[src/rtl/run_ctrl.sv]
// run_ctrl -- run sequencer and data_mem port arbiter for the EnDMe processor.
//
// Lets a host preload and read back data_mem while the core is idle. On
// start, holds the core in reset for RST_CYCLES cycles, then releases it and
// counts cycles until the halt instruction is fetched or MAX_CYCLES expires.
//
// Ports:
//   CLK, RESET_N                  clock (rising edge), async active-low reset
//   start                         begin a run (sampled in IDLE/DONE)
//   host_req/we/addr/wdata        host access request to data_mem
//   host_gnt, host_rdata          host grant and 0-latency read data
//   core_instr                    instruction fetched by the core (halt detect)
//   core_mem_addr/wdata/we        core data_mem access
//   mem_addr/wdata/we, mem_rdata  data_mem port
//   core_reset                    active-high reset to the processor
//   busy, done, timeout           run status (done/timeout sticky)
//   cycle_count                   core cycles executed in last/current run
//
// Build option:
//   RUN_CTRL_WRCOUNT_EN  adds output core_wr_count, the number of RUN cycles
//                        with core_mem_we=1 in the last/current run.
//
// state | meaning
// IDLE  | after reset; host may own the memory port
// RST   | core held in reset for RST_CYCLES cycles
// RUN   | core running and owns the memory port; cycles counted
// DONE  | run ended (halt or timeout); host may own the memory port

module run_ctrl #(
  parameter int         ADDR_W     = 8,
  parameter int         DATA_W     = 8,
  parameter int         CNT_W      = 16,
  parameter logic [8:0] HALT_OP    = 9'h1FF,
  parameter int         MAX_CYCLES = 16'hFFFF,
  parameter int         RST_CYCLES = 2
) (
  input  logic              CLK,
  input  logic              RESET_N,
  input  logic              start,
  input  logic              host_req,
  input  logic              host_we,
  input  logic [ADDR_W-1:0] host_addr,
  input  logic [DATA_W-1:0] host_wdata,
  output logic              host_gnt,
  output logic [DATA_W-1:0] host_rdata,
  input  logic [8:0]        core_instr,
  input  logic [ADDR_W-1:0] core_mem_addr,
  input  logic [DATA_W-1:0] core_mem_wdata,
  input  logic              core_mem_we,
  output logic [ADDR_W-1:0] mem_addr,
  output logic [DATA_W-1:0] mem_wdata,
  output logic              mem_we,
  input  logic [DATA_W-1:0] mem_rdata,
  output logic              core_reset,
  output logic              busy,
  output logic              done,
  output logic              timeout,
  output logic [CNT_W-1:0]  cycle_count
`ifdef RUN_CTRL_WRCOUNT_EN
  ,
  output logic [CNT_W-1:0]  core_wr_count
`endif
);

  localparam int RW = (RST_CYCLES > 1) ? $clog2(RST_CYCLES) : 1;

  typedef enum logic [1:0] {S_IDLE, S_RST, S_RUN, S_DONE} state_t;

  state_t        state;
  logic [RW-1:0] rst_cnt;
  logic          host_side;
  logic          launch;

  assign host_side = (state == S_IDLE) || (state == S_DONE);
  assign launch    = host_side && start;

  always_ff @(posedge CLK or negedge RESET_N) begin
    if (!RESET_N) begin
      state       <= S_IDLE;
      rst_cnt     <= '0;
      cycle_count <= '0;
      done        <= 1'b0;
      timeout     <= 1'b0;
      busy        <= 1'b0;
      core_reset  <= 1'b1;
    end else begin
      case (state)
        S_IDLE, S_DONE: begin
          if (start) begin
            state       <= S_RST;
            rst_cnt     <= RW'(RST_CYCLES - 1);
            cycle_count <= '0;
            done        <= 1'b0;
            timeout     <= 1'b0;
            busy        <= 1'b1;
            core_reset  <= 1'b1;
          end
        end
        S_RST: begin
          if (rst_cnt == '0) begin
            state      <= S_RUN;
            core_reset <= 1'b0;
          end else begin
            rst_cnt <= rst_cnt - RW'(1);
          end
        end
        S_RUN: begin
          cycle_count <= cycle_count + CNT_W'(1);
          // halt takes priority over a coincident timeout
          if (core_instr == HALT_OP) begin
            state      <= S_DONE;
            done       <= 1'b1;
            busy       <= 1'b0;
            core_reset <= 1'b1;
          end else if (cycle_count == CNT_W'(MAX_CYCLES - 1)) begin
            state      <= S_DONE;
            done       <= 1'b1;
            timeout    <= 1'b1;
            busy       <= 1'b0;
            core_reset <= 1'b1;
          end
        end
        default: begin
          state      <= S_IDLE;
          busy       <= 1'b0;
          core_reset <= 1'b1;
        end
      endcase
    end
  end

  // start beats a same-cycle host request; grant is forced low during reset
  assign host_gnt   = RESET_N && host_req && !start && host_side;
  assign host_rdata = host_gnt ? mem_rdata : '0;

  always_comb begin
    mem_addr  = '0;
    mem_wdata = '0;
    mem_we    = 1'b0;
    if (host_gnt) begin
      mem_addr  = host_addr;
      mem_wdata = host_wdata;
      mem_we    = host_we;
    end else if (state == S_RUN) begin
      mem_addr  = core_mem_addr;
      mem_wdata = core_mem_wdata;
      mem_we    = core_mem_we;
    end
  end

`ifdef RUN_CTRL_WRCOUNT_EN
  always_ff @(posedge CLK or negedge RESET_N) begin
    if (!RESET_N) begin
      core_wr_count <= '0;
    end else if (launch) begin
      core_wr_count <= '0;
    end else if (state == S_RUN && core_mem_we) begin
      core_wr_count <= core_wr_count + CNT_W'(1);
    end
  end
`else
  // no core write counter in this build; launch only feeds that counter
  logic unused_launch;
  assign unused_launch = launch;
`endif

endmodule
[config.mk]
export PLATFORM = sky130hd
export DESIGN_NAME = run_ctrl
export DESIGN_NICKNAME = d
export VERILOG_FILES = /design/src/rtl/run_ctrl.sv
export SDC_FILE = /design/constraint.sdc
export NUM_CORES = 1
export LEC_CHECK = 0
export CELL_PAD_IN_SITES_DETAIL_PLACEMENT = 0
export CELL_PAD_IN_SITES_GLOBAL_PLACEMENT = 1
export CORE_ASPECT_RATIO = 0.75
export CORE_MARGIN = 4
export CORE_UTILIZATION = 42
export CTS_CLUSTER_SIZE = 30
export DETAILED_ROUTE_END_ITERATION = 7
export DONT_BUFFER_PORTS = 1
export GPL_ROUTABILITY_DRIVEN = 0
export HOLD_SLACK_MARGIN = 0.08
export PLACE_DENSITY = 0.82
export SYNTH_ARGS = -nofsm -noshare
export SYNTH_HDL_FRONTEND = slang
export SYNTH_SLANG_ARGS = --single-unit
[constraint.sdc]
create_clock -name CLK -period 2.75 [get_ports CLK]
set_input_delay 0.825 -clock CLK [delete_from_list [all_inputs] [get_ports CLK]]
set_output_delay 0.825 -clock CLK [all_outputs]
set_load 0.03 [all_outputs]
==> results.md <==
* Status: complete, no violations
* CTS root buf: clkbuf_8
* CP max FO at 22
* Internal at 0.743 mW
* Area grow syn2layout at 21.1%
* Yosys cell types at 38
* Core Area at 3400 um2
* Most common cell after layout, fill and taps aside: nand2_1
* CP Cell Sequence: inv_1 -> ha_2 -> nand2b_1 -> nor2_4 -> buf_12 -> nand2_1 -> o21ai_1 -> buf_4
* Logic pwr share at 51.1%
* GRT Total Usage at 16.3%
* Port buffer count at 0
* WP data arrival at 1.75 ns
* Flops & latches, synth at 23
* DR DRC count at 0
* Area of the die at 4690 um2
* Max VDD drop at 0.498 mV
* Pre-CTS setup slack at 0.253 ns
* LEAKAGE at 0.773 nW
* ANT nets after route at 0
* H-tree levels at 1
* HPWL after DPL at 3.11 mm
* Drt via density at 5.56
* Async set or reset register ratio after synthesis at 100%
* Post-synth EDFFs at 0
* Sw power at 0.667 mW
* Reg2Reg Depth at 7
* Setup Skew at 0.00715 ns
* CTS tree: yes
* Worst-Margin Slew at 0.789 ns
* FF/Latch Area at 577 um2
* Worst R2R Setup Slack at 0.57 ns
* Vias in the first global route at 1355
* Sw frac at 47.3%
* Final Hold Fails at 0
* CTS-repair resized insts at 0
* Die width at 77.8 um
* Worst EP required at 1.93 ns
* Yosys synthesis warning count at 0
* Total CTS buffers at 3
* Drt wl/cell at 15.1 um
* F_max at 0.388 GHz
* Crit share post-route at 93.7%
* Clk network pwr share at 14.8%
* Boundary Pins at 101
* Antenna cells at 0
* Slew headroom at 47.2%
* Max-cap violations at 0
* Vias at 1474
* Multi-input gate area at 926 um2
* CP max stage delay at 0.38 ns
* Post-synthesis sequential area ratio at 37.6%
* Max Slew Vio Count at 0
* Die Y-Extent at 60.3 um
* Final-stage net count at 275
* Crit. End Element: output port
* Post-CTS setup buffer count at 0
* Worst hold margin at 0.244 ns
* Cell taking the most area after synthesis: dfrtp_1
* RSZ-0062 raised after global routing: no
* Fraction of layout cells with a size suffix above 1 at 20.5%
* Gr ovfl total at 0
* Number of core rows at 18
* Clock Latency Late Sink at 0.26 ns
* Highest-count cells in the layout ignoring fill and taps: nand2_1, buf_4, dfrtp_1, a21oi_1
* CTS Hold Buffers Added at 0
* Final setup margin at 0.173 ns
* Initial Utilization at 45.1%
* Syn Nets at 255
* DRT Wirelength at 4.00 mm
* Avg Inst Size Synth at 7.82 um2
* HP Class: input port to asynchronous set/reset pin
* Worst setup SP type: flop
* Post-Syn Instances at 196
* Power per cell area at 760 nW/um2
* Reg2Reg Launch Point: state[0]$_DFFE_PN0P_
* Area of the mapped netlist at 1530 um2
* Pre-antenna DRT Iters at 4
* Largest net degree at the start of global routing at 44
* Period minus WS final at 2.58 ns
* FILL cells at 309
* CTS sink cnt at 23
* Final setup viols at 0
* CP max-delay cell: dfrtp_1
* FF-to-FF End: cycle_count[9]$_DFFE_PN0P_
* Largest cells by area after synthesis: dfrtp_1, nand2_1, o21ai_0
* Setup CP Type: flop to output port
* CTS clk-pin slew, worst paths at 0.08 ns
* Sequential Power Share at 34.1%
* DRT iter0 DRCs at 87
* First-pass GRT wire length at 6.27 mm
* Ys flop type: dfrtp_1
* Max Buffers Root-to-Sink at 2
* Top cell type's share of synthesized area at 35.9%
* Initial antenna violation count at 0
[worst max-delay path: cells and delay by family (launching register included)]
kind,cells,cell delay [ns]
DFF,1,0.38
AOI/OAI and AO/OA,1,0.07
adders and majority gates,1,0.31
and+or+nand+nor,3,0.33
buffers and inverters,3,0.40
[state kept, by name, indices dropped and copies added (netlist names)]
signal and flops:
cycle_count 16, timeout 1, state 2, core_reset 1
busy 1, done 1, rst_cnt 1
[power groups by stage]
stage	Clock [mW]	Sequential (mW)	Combinational, mW
2_1_floorplan	0	0.475	0.522
5_1_grt	0.233	0.491	0.794
6_report	0.209	0.481	0.721
3_5_place_dp	0	0.487	0.709
4_1_cts	0.216	0.481	0.711
3_3_place_gp	0	0.487	0.694
[synthesized netlist by cell type (2+ instances only)]
cell type / instances
nand4_1: 7
inv_1: 7
nand3_1: 5
buf_2: 2
nor2_1: 6
a21oi_1: 12
xor2_1: 2
and2_1: 9
o2bb2ai_1: 3
o31ai_1: 4
o21ai_0: 27
or3_1: 6
dfrtp_1: 22
nand2_1: 47
xnor2_1: 2
o211ai_1: 2
ha_1: 4
clkbuf_1: 7
or4_1: 3
[per-stage QoR]
step | setup TNS [ns] | area [um2] | total power [mW] | util (%) | cells
4_1_cts | 0 | 1830 | 1.41 | 53.8 | 264
3_3_place_gp | 0 | 1780 | 1.18 | 52.4 | 260
2_1_floorplan | -1.54 | 1560 | 0.998 | - | 196
6_report | 0 | 1860 | 1.41 | 54.6 | 265
3_5_place_dp | 0 | 1780 | 1.20 | 52.4 | 260
5_1_grt | 0 | 1860 | 1.52 | 54.6 | 265
[worst max-delay path by stage]
| stage | startpoint | end | depth (start not counted) |
|---|---|---|---|
| floorplan | start | mem_addr[4] | 6 |
| global placement | start | mem_we | 6 |
| detailed placement | start | mem_wdata[5] | 6 |
| CTS | state[0]$_DFFE_PN0P_ | mem_addr[0] | 4 |
| global route | state[0]$_DFFE_PN0P_ | mem_addr[4] | 8 |
| finish | state[0]$_DFFE_PN0P_ | mem_wdata[5] | 8 |
[cells by family (layout without fill, tap and decap cells)]
group / Yosys count / in the layout / synth area share [%]
XOR/XNOR: 4 / 4 / 2.29
adder cells (fa/ha/maj): 4 / 4 / 3.27
buffers and inverters: 17 / 36 / 4.57
AO/OA/AOI/OAI: 55 / 55 / 21.1
flip-flops: 23 / 23 / 37.6
multiplexers: 2 / 2 / 1.63
AND/OR/NAND/NOR: 91 / 91 / 29.6
[cell type report]
type                            instances  area share [%]
Inverter                                7            1.42
Tap cell                               50            3.37
Clock inverter                          1           0.270
Multi-Input combinational cell        156            49.9
Clock buffer                            3            2.23
Timing Repair Buffer                   25            11.7
Sequential cell                        23            31.1
[per-layer routing]
| layer | up-vias | GRT usage (%) | routed length, um |
|---|---|---|---|
| li1 | 735 | - | - |
| met1 | 680 | 20.0 | 1610 |
| met2 | 54 | 28.4 | 2020 |
| met3 | 5 | 4.97 | 354 |
| met4 | 0 | 4.31 | 19 |
| met5 | - | 0 | 0 |
Power figures use the tool's default switching activity.
